[config.mk]
export PLATFORM = sky130hd
export DESIGN_NAME = calc2_port_requester
export DESIGN_NICKNAME = d
export VERILOG_FILES = /design/src/rtl/calc2_port_requester.sv
export SDC_FILE = /design/constraint.sdc
export NUM_CORES = 1
export LEC_CHECK = 0
export CAP_MARGIN = 20
export CORE_UTILIZATION = 49
export DETAILED_ROUTE_END_ITERATION = 8
export PLACE_DENSITY = 0.76
export SLEW_MARGIN = 25
export SYNTH_ARGS = -nofsm -noshare
export SYNTH_HDL_FRONTEND = slang
export SYNTH_SLANG_ARGS = --single-unit
[constraint.sdc]
create_clock -name c_clk -period 4.5 [get_ports c_clk]
set_clock_uncertainty 0.15 [all_clocks]
set_input_delay 0.45 -clock c_clk [delete_from_list [all_inputs] [get_ports c_clk]]
set_output_delay 0.45 -clock c_clk [all_outputs]
set_load 0.1 [all_outputs]
[src/rtl/calc2_port_requester.sv]
// rtl/calc2_port_requester.sv - calc2 port initiator: 2-cycle operand issue, 4-tag in-order retire table.
// Optional per-tag watchdog enabled by defining CALC2_REQ_TIMEOUT_EN.
module calc2_port_requester #(
  parameter int MAX_OUTSTANDING = 4,
  parameter int TIMEOUT_CYCLES  = 255
) (
  input  logic        c_clk,
  input  logic        reset,
  input  logic        op_valid,
  output logic        op_ready,
  input  logic [3:0]  op_cmd,
  input  logic [31:0] op_data1,
  input  logic [31:0] op_data2,
  output logic [3:0]  req_cmd_out,
  output logic [31:0] req_data_out,
  output logic [1:0]  req_tag_out,
  input  logic [1:0]  dut_resp,
  input  logic [31:0] dut_data,
  input  logic [1:0]  dut_tag,
  output logic        rsp_valid,
  input  logic        rsp_ready,
  output logic [3:0]  rsp_cmd,
  output logic [1:0]  rsp_resp,
  output logic [31:0] rsp_data,
  output logic [1:0]  rsp_tag,
  output logic        rsp_timeout,
  output logic        err_unexp,
  output logic        busy
);

  localparam logic [0:0] ST_IDLE  = 1'b0;
  localparam logic [0:0] ST_SEND2 = 1'b1;
  localparam logic [2:0] MAX_CNT  = 3'(MAX_OUTSTANDING);

  if (MAX_OUTSTANDING < 1 || MAX_OUTSTANDING > 4) begin : g_bad_max
    $error("MAX_OUTSTANDING must be 1..4");
  end
  if (TIMEOUT_CYCLES < 1 || TIMEOUT_CYCLES > 255) begin : g_bad_timeout
    $error("TIMEOUT_CYCLES must be 1..255");
  end

  logic [0:0]  state;
  logic [1:0]  wr_tag;
  logic [1:0]  rd_tag;
  logic [2:0]  count;
  logic [3:0]  t_valid;
  logic [3:0]  t_done;
  logic [3:0]  t_cmd   [4];
  logic [31:0] t_data2 [4];
  logic [1:0]  t_resp  [4];
  logic [31:0] t_data  [4];

  logic        accept;
  logic        retire;
  logic        cap_any;
  logic        cap_ok;
  logic        head_ok;
  logic [1:0]  rd_next;
  logic [1:0]  sent_tag;

  // op_ready looks at the pre-retire count, so a full table blocks accept even while retiring
  assign op_ready = (state == ST_IDLE) && (count < MAX_CNT);
  assign accept   = op_valid && op_ready;
  assign retire   = rsp_valid && rsp_ready;
  assign rd_next  = retire ? rd_tag + 2'd1 : rd_tag;
  assign sent_tag = wr_tag - 2'd1;
  assign cap_any  = (dut_resp != 2'd0);
  assign cap_ok   = cap_any && t_valid[dut_tag] && !t_done[dut_tag];
  assign head_ok  = t_valid[rd_next] && t_done[rd_next];
  assign busy     = (count != 3'd0) || (state == ST_SEND2);

`ifdef CALC2_REQ_TIMEOUT_EN
  localparam logic [7:0] TO_LIMIT = 8'(TIMEOUT_CYCLES);
  logic [7:0] t_cnt [4];
  logic [3:0] t_to;
`else
  assign rsp_timeout = 1'b0;
`endif

  always_ff @(posedge c_clk) begin
    if (reset) begin
      state        <= ST_IDLE;
      wr_tag       <= 2'd0;
      rd_tag       <= 2'd0;
      count        <= 3'd0;
      t_valid      <= 4'd0;
      t_done       <= 4'd0;
      req_cmd_out  <= 4'd0;
      req_data_out <= 32'd0;
      req_tag_out  <= 2'd0;
      rsp_valid    <= 1'b0;
      rsp_cmd      <= 4'd0;
      rsp_resp     <= 2'd0;
      rsp_data     <= 32'd0;
      rsp_tag      <= 2'd0;
      err_unexp    <= 1'b0;
`ifdef CALC2_REQ_TIMEOUT_EN
      t_to         <= 4'd0;
      rsp_timeout  <= 1'b0;
`endif
    end else begin
      err_unexp <= cap_any && !cap_ok;
      count     <= count + {2'b00, accept} - {2'b00, retire};
      rd_tag    <= rd_next;

      rsp_valid <= head_ok;
      rsp_cmd   <= head_ok ? t_cmd[rd_next]  : 4'd0;
      rsp_resp  <= head_ok ? t_resp[rd_next] : 2'd0;
      rsp_data  <= head_ok ? t_data[rd_next] : 32'd0;
      rsp_tag   <= head_ok ? rd_next         : 2'd0;
`ifdef CALC2_REQ_TIMEOUT_EN
      rsp_timeout <= head_ok && t_to[rd_next];
`endif

      if (retire) begin
        t_valid[rd_tag] <= 1'b0;
        t_done[rd_tag]  <= 1'b0;
      end

`ifdef CALC2_REQ_TIMEOUT_EN
      // Watchdog expiry is written before capture so a response in the same cycle wins
      for (int i = 0; i < 4; i++) begin
        if (t_valid[i] && !t_done[i]) begin
          t_cnt[i] <= t_cnt[i] + 8'd1;
          if (t_cnt[i] + 8'd1 == TO_LIMIT) begin
            t_done[i] <= 1'b1;
            t_resp[i] <= 2'd3;
            t_data[i] <= 32'd0;
            t_to[i]   <= 1'b1;
          end
        end
      end
`endif

      if (cap_ok) begin
        t_done[dut_tag] <= 1'b1;
        t_resp[dut_tag] <= dut_resp;
        t_data[dut_tag] <= dut_data;
`ifdef CALC2_REQ_TIMEOUT_EN
        t_to[dut_tag]   <= 1'b0;
`endif
      end

      case (state)
        ST_IDLE: begin
          if (accept) begin
            req_cmd_out     <= op_cmd;
            req_data_out    <= op_data1;
            req_tag_out     <= wr_tag;
            t_cmd[wr_tag]   <= op_cmd;
            t_data2[wr_tag] <= op_data2;
            t_valid[wr_tag] <= 1'b1;
            t_done[wr_tag]  <= 1'b0;
`ifdef CALC2_REQ_TIMEOUT_EN
            t_cnt[wr_tag]   <= 8'd0;
            t_to[wr_tag]    <= 1'b0;
`endif
            wr_tag          <= wr_tag + 2'd1;
            state           <= ST_SEND2;
          end else begin
            req_cmd_out  <= 4'd0;
            req_data_out <= 32'd0;
            req_tag_out  <= 2'd0;
          end
        end
        default: begin
          req_cmd_out  <= 4'd0;
          req_data_out <= t_data2[sent_tag];
          req_tag_out  <= 2'd0;
          state        <= ST_IDLE;
        end
      endcase
    end
  end

endmodule
==> metrics.yaml, run 1 <==
status: "finished, final reports clean"
post_cts_buffers: 0
grt_pass1_vias: 7200
syn_area_um2: 13600
yosys_warnings: 0
critPathSlowestCell: "clkdlybuf4s50_1"
setup_viol: 0
drtPass1Iterations: 5
grt_pass1_wl_um: 41100
insertion_delay_ns: 0.53
worstSetupStartpointType: "register"
cts.clk_slew.worst_paths_ns: 0.06
worstSetupEndpointType: "output port"
yosysTopAreaCell: "edfxtp_1"
hold_buffers: 0
multiInputGateArea_um2: 3040
grt_usage: 0.193
clockBufferDepth: 3
vdd_ir_drop_max_v: 0.000329
cts-root-buf: "clkbuf_16"
cts_tree: "built"
cp_data_arrival_time_ns: 2.19
synthFlopType: "edfxtp_1"
p_sw_frac: 0.253
maxCapViolations: 0
antenna_found_initial: 3
place_area_um2: 15900
worst_pin_slew_ns: 1.12
die_h_um: 169
num_antenna_cells: 0
max_stage_delay_ns: 1.16
reg2reg_slack_ns: 1.81
p_sw_w: 0.00218
ys_types: 45
reg2reg_depth: 5
fin_nets: 987
cp_max_fo: 3
syn2layout_area_growth_pct: 26.5
final_layout_size_suffix_gt1_frac: 0.220
post-synth-top-area-fraction: 0.616
wl_um: 26700
hold_class: "register to register"
die_w_um: 169
fin_crit_ns: 2.79
viasPerCell: 5.35
start_util: 0.503
worstHoldEndpoint: "t_done[1]"
async_flop_share: 0
power.internal_w: 0.00643
avgRoutedWirePerCell_um: 21.0
seq_area_frac_synth: 0.757
cts_made_buffers: 40
clock_sinks: 376
slew_headroom: 0.251
num_rows: 60
drtIter0Drc: 592
drc: 0
fillers: 1857
powerDensity_nw_per_um2: 499
place_hpwl_um: 16100
finalCritPeriodShare: 0.619
ios: 191
combPwrFrac: 0.149
slew_violations: 0
worstSetupPathType: "register to output port"
hold_depth: 2
core_um2: 27100
hold_start: "t_done[1]"
seq_power_share: 0.457
r2r_end: "rsp_data[28]"
vias: 6798
worstPathCellList: "nor2_1 -> nand2_1 -> clkdlybuf4s50_1"
synthTopCellsByArea: "edfxtp_1, dfxtp_1, mux4_2"
grt_max_degree: 42
grt_overflow: 0
synth_nets: 781
die_area_um2: 28500
cp_top_family: "buffers and inverters"
fmax_ghz: 0.359
ant_nets: 0
ys_seq_elements: 376
hold_viol_final: 0
reg2reg_from: "rsp_valid"
crit_required_ns: 3.90
rsz0062_at_grt: "no"
htreeDepth: 2
synth.avg_cell_area_um2: 20.6
syn_inst: 662
fin_area_um2: 17300
synth_edf_count: 280
crit_buf_inv: 1
cts-resized-gates: 0
seqCellArea_um2: 10300
finalSetupTns_ns: 0
gp_congestion: 0.758
leakage_nw: 5.69
portBuffers: 189
power_frac_clock: 0.394
-- worst min-delay path, stage by stage (launching register included) --
cell     delay (ns)
dfxtp_1        0.33
nand3_1        0.07
a22oi_1        0.06
-- synth_stat cells, types with 2 or more instances --
master    number
a21oi_1        4
a22o_1        32
a22oi_1        5
a31oi_1        2
and2_1         2
and3_1         8
buf_12         4
buf_2         10
buf_4          3
buf_6          6
clkbuf_1      14
dfxtp_1       96
edfxtp_1     280
ha_1          10
inv_1         11
mux4_2        69
nand2_1       10
nand3_1        2
nand4_1        2
nor2_1        22
nor2b_1        5
nor3_1         2
nor3b_1        3
nor3b_2       37
xnor2_1        3
-- worst max path at each step --
stage | cells after the start | slack [ns] | startpoint | end
3_5_place_dp | 5 | 1.23 | rsp_ready | rsp_data[17]
6_report | 3 | 1.71 | count[2] | busy
4_1_cts | 3 | 1.67 | count[2] | busy
2_1_floorplan | 3 | 1.13 | reset | t_data[0][0]
3_3_place_gp | 5 | 1.27 | rsp_ready | rsp_data[17]
5_1_grt | 3 | 1.61 | count[2] | busy
-- final cells by class --
class	instances	share of cell area
Clock inverter	15	0.0128
Timing Repair Buffer	202	0.115
Sequential cell	376	0.599
Multi-Input combinational cell	237	0.176
Inverter	11	0.00239
Tap cell	372	0.0270
Clock buffer	58	0.0677
-- flip-flops by register name, indices dropped and copies added, names as in the netlist --
register,count
count,3
err_unexp,1
rd_tag,2
req_cmd_out,4
req_data_out,32
req_tag_out,2
rsp_cmd,4
rsp_data,32
rsp_resp,2
rsp_tag,2
rsp_valid,1
state,1
t_cmd,16
t_data,128
t_data2,128
t_done,4
t_resp,8
t_valid,4
wr_tag,2
-- power by group through the flow --
stage	Combinational (W)	Sequential [W]	Clock [W]
3_5_place_dp	0.00129	0.00400	0
4_1_cts	0.00130	0.00393	0.00345
6_report	0.00129	0.00393	0.00340
2_1_floorplan	0.000553	0.00435	0
5_1_grt	0.00136	0.00394	0.00358
3_3_place_gp	0.00128	0.00400	0
-- cells by family after synthesis --
| kind of cell | after synthesis | share of synthesized area |
|---|---|---|
| and+or+nand+nor | 100 | 0.0576 |
| AOI/OAI and AO/OA | 52 | 0.0332 |
| DFF | 376 | 0.757 |
| other | 1 | 0.000275 |
| xor gates and xnor gates | 3 | 0.00193 |
| buffers and inverters | 49 | 0.0233 |
| muxes | 70 | 0.116 |
| adders and majority gates | 11 | 0.0106 |
-- layout by cell type (no fill, tap or decap), types with 2 or more instances in the layout --
cell type        Yosys  layout
nand3_1              2       2
a21oi_1              4       4
nand4_1              2       2
clkinv_1             0       3
a22oi_1              5       5
dfxtp_1             96      95
and3_1               8       4
nor2_1              22      20
nor3_1               2       2
a22o_1              32      32
clkdlybuf4s50_1      0     189
xnor2_1              3       3
nor2b_1              5       4
mux4_2              69      69
clkbuf_1            14       8
inv_1               11      11
nand2_1             10      10
nor3b_2             37      38
a31oi_1              2       2
and2_1               2       2
clkbuf_8             0      10
edfxtp_1           280     280
clkinv_2             0       2
nor3b_1              3       2
inv_6                0       3
clkbuf_16            0      40
bufinv_16            0       5
and3_2               0       4
ha_1                10      10
buf_4                3      13
-- metal layers --
layer | global-route usage | vias to the layer above | share of wire
li1 | - | 3069 | -
met1 | 0.244 | 3414 | 0.40
met2 | 0.318 | 256 | 0.48
met3 | 0.0680 | 53 | 0.096
met4 | 0.0474 | 6 | 0.019
met5 | 0 | - | 0.0014
-- stage by stage --
stage	util	std cells	hold slack [ns]	total power (W)	worst slack [ns]
6_report	0.637	1271	0.362	0.00861	1.71
5_1_grt	0.637	1271	0.380	0.00889	1.61
4_1_cts	0.637	1271	0.356	0.00869	1.67
3_5_place_dp	0.586	1198	0.350	0.00530	1.23
3_3_place_gp	0.586	1198	0.338	0.00528	1.27
2_1_floorplan	-	662	0.316	0.00490	1.13
(Power assumes the default switching activity.)
==> inputs of run 2 (changes only) <==
--- a/config.mk
+++ b/config.mk
@@ -6,9 +6,9 @@
 export NUM_CORES = 1
 export LEC_CHECK = 0
 export CAP_MARGIN = 20
-export CORE_UTILIZATION = 49
+export CORE_UTILIZATION = 54
 export DETAILED_ROUTE_END_ITERATION = 8
-export PLACE_DENSITY = 0.76
+export PLACE_DENSITY = 0.79
 export SLEW_MARGIN = 25
 export SYNTH_ARGS = -nofsm -noshare
 export SYNTH_HDL_FRONTEND = slang
==> constraint.sdc (replaced) <==
create_clock -name c_clk -period 2.8 [get_ports c_clk]
set_clock_uncertainty 0.15 [all_clocks]
set_input_delay 0.28 -clock c_clk [delete_from_list [all_inputs] [get_ports c_clk]]
set_output_delay 0.28 -clock c_clk [all_outputs]
set_load 0.1 [all_outputs]
==> run 2 against run 1 <==
Net effect:
- count of clock-buffer cells in the layout decreased by 12
- cell count shrank 2.9%
- die area shrank 9.2%
- via count grew 1.8%
- non-clock buffer count rose by 13
- critical path type is now register to register
- sequential power up 61%
- critical endpoint is now rsp_data[0]
- critical path depth increased by 4
==> metrics.yaml, run 2 (synthesis gave the netlist of run 1 again) <==
fin_nets: 998  # +1.1%
hold_buffers: 0  # unchanged
vias: 6917  # +1.8%
fmax_ghz: 0.435
wl_um: 27000  # +1.2%
worst_pin_slew_ns: 0.979  # -0.140 ns
insertion_delay_ns: 0.52  # about the same
cts-root-buf: "clkbuf_16"
fin_crit_ns: 2.30
grt_usage: 0.215  # +0.0219
core_um2: 24500  # -9.5%
cts-resized-gates: 0  # unchanged
setup_viol: 0  # unchanged
viasPerCell: 5.61  # +4.8%
final_core_util: 0.696  # +0.0589
final_layout_size_suffix_gt1_frac: 0.317  # +0.0966
grt_pass1_vias: 7359  # +2.2%
finalSetupTns_ns: 0  # unchanged
worstSetupPathType: "register to register"
fillers: 1546  # -17%
worstSetupStartpointType: "register"
post_cts_buffers: 0  # unchanged
portBuffers: 189  # unchanged
drtIter0Drc: 435  # -27%
final_common_cell: "edfxtp_1"
maxCapViolations: 0  # unchanged
ios: 191  # unchanged
max_stage_delay_ns: 0.41  # -0.75 ns
avgRoutedWirePerCell_um: 21.9  # +4.2%
hold_class: "input pin to register"
die_h_um: 161  # -4.7%
powerDensity_nw_per_um2: 786  # +57%
drtPass1Iterations: 4  # -1
largestRegisters: "t_data2 (128), t_data (128)"
die_area_um2: 25900  # -9.2%
cp_max_fo: 25  # +22
gp_congestion: 0.776  # +2.4%
status: "finished, final reports clean"
crit_required_ns: 3.03  # -0.87 ns
critPathSlowestCell: "dfxtp_1"
reg2reg_slack_ns: 0.50  # -1.31 ns
leakage_nw: 5.87  # +3.3%
slew_headroom: 0.347  # +0.0960
slew_violations: 0  # unchanged
crit_buf_inv: 2  # +1
antenna_found_initial: 1  # -2
worstSetupEndpointType: "register"
place_hpwl_um: 16500  # +2.5%
cp_data_arrival_time_ns: 2.54  # +0.35 ns
grt_overflow: 0  # unchanged
clock_sinks: 376  # unchanged
worstPathCellList: "inv_1 -> ha_1 -> nand3_1 -> o21ai_4 -> buf_4 -> mux4_2 -> nor3b_2"
start_util: 0.556  # +0.0527
grt_pass1_wl_um: 41600  # +1.2%
syn2layout_area_growth_pct: 25.1
rsz0062_at_grt: "no"
num_rows: 57  # -5.0%
ant_nets: 0  # unchanged
cp_top_family: "buffers and inverters"
clockBufferDepth: 3  # unchanged
die_w_um: 161  # -4.7%
cts_tree: "built"
grt_max_degree: 36  # -14%
hold_viol_final: 0  # unchanged
finalCritPeriodShare: 0.822
final_cell_mix: "edfxtp_1, clkdlybuf4s50_1, buf_4"
cts_made_buffers: 38  # -5.0%
htreeDepth: 2  # unchanged
vdd_ir_drop_max_v: 0.000686  # +110%
drc: 0  # unchanged
cts.clk_slew.worst_paths_ns: 0.06  # about the same
==> run 2: cell count changes in the layout (fill, tap and decap cells not counted), moves of 2 or more <==
cell	previous run	this run
clkdlybuf4s50_1	189	107
buf_12	0	8
buf_4	13	100
clkinv_2	2	7
clkbuf_8	10	1
clkinv_1	3	9
clkbuf_1	8	6
inv_6	3	1
clkinv_8	1	3
==> run 2: where the power goes <==
group          internal (W)  total, W  switching (W)
sequential          0.00624   0.00632      0.0000886
combinational      0.000724   0.00207        0.00134
clock               0.00297   0.00502        0.00205
==> run 2: layout make-up <==
class / instances / area, µm² / area share
timing repair buffer: 215 / 1980 / 0.116
antenna: 1 / 2.50 / 0.000147
clock inverter: 24 / 250 / 0.0147
tap: 324 / 405 / 0.0237
multi-input combinational: 237 / 3050 / 0.178
clock buffer: 46 / 1010 / 0.0593
inverter: 11 / 41.3 / 0.00242
sequential: 376 / 10300 / 0.605
==> run 2: worst paths after layout <==
check	startpoint	to	depth (start not counted)
setup / recovery	rd_tag[0]	rsp_data[0]	7
hold / removal	op_data1[15]	req_data_out[15]	2
setup reg to reg	rd_tag[0]	rsp_data[0]	7
hold reg to reg	t_done[1]	t_done[1]	2
==> run 2: per-layer routing <==
layer	share of wire	wire length, µm	global-route usage	vias to the layer above
met5	0	0	0	-
met4	0.015	402	0.0515	0
met3	0.086	2320	0.0581	37
met2	0.50	13500	0.363	288
met1	0.40	10800	0.278	3519
li1	-	-	-	3073
==> run 2: per-stage QoR <==
| stage | power [W] | hold slack, ns | std cells | worst slack, ns | cell area [µm²] |
|---|---|---|---|---|---|
| floorplan | 0.00788 | 0.229 | 662 | 0.0630 | 13700 |
| global placement | 0.00846 | 0.335 | 1163 | 0.228 | 15800 |
| detailed placement | 0.00850 | 0.337 | 1163 | 0.206 | 15800 |
| CTS | 0.0135 | 0.186 | 1233 | 0.497 | 17100 |
| global route | 0.0138 | 0.195 | 1233 | 0.369 | 17100 |
| finish | 0.0134 | 0.204 | 1234 | 0.499 | 17100 |
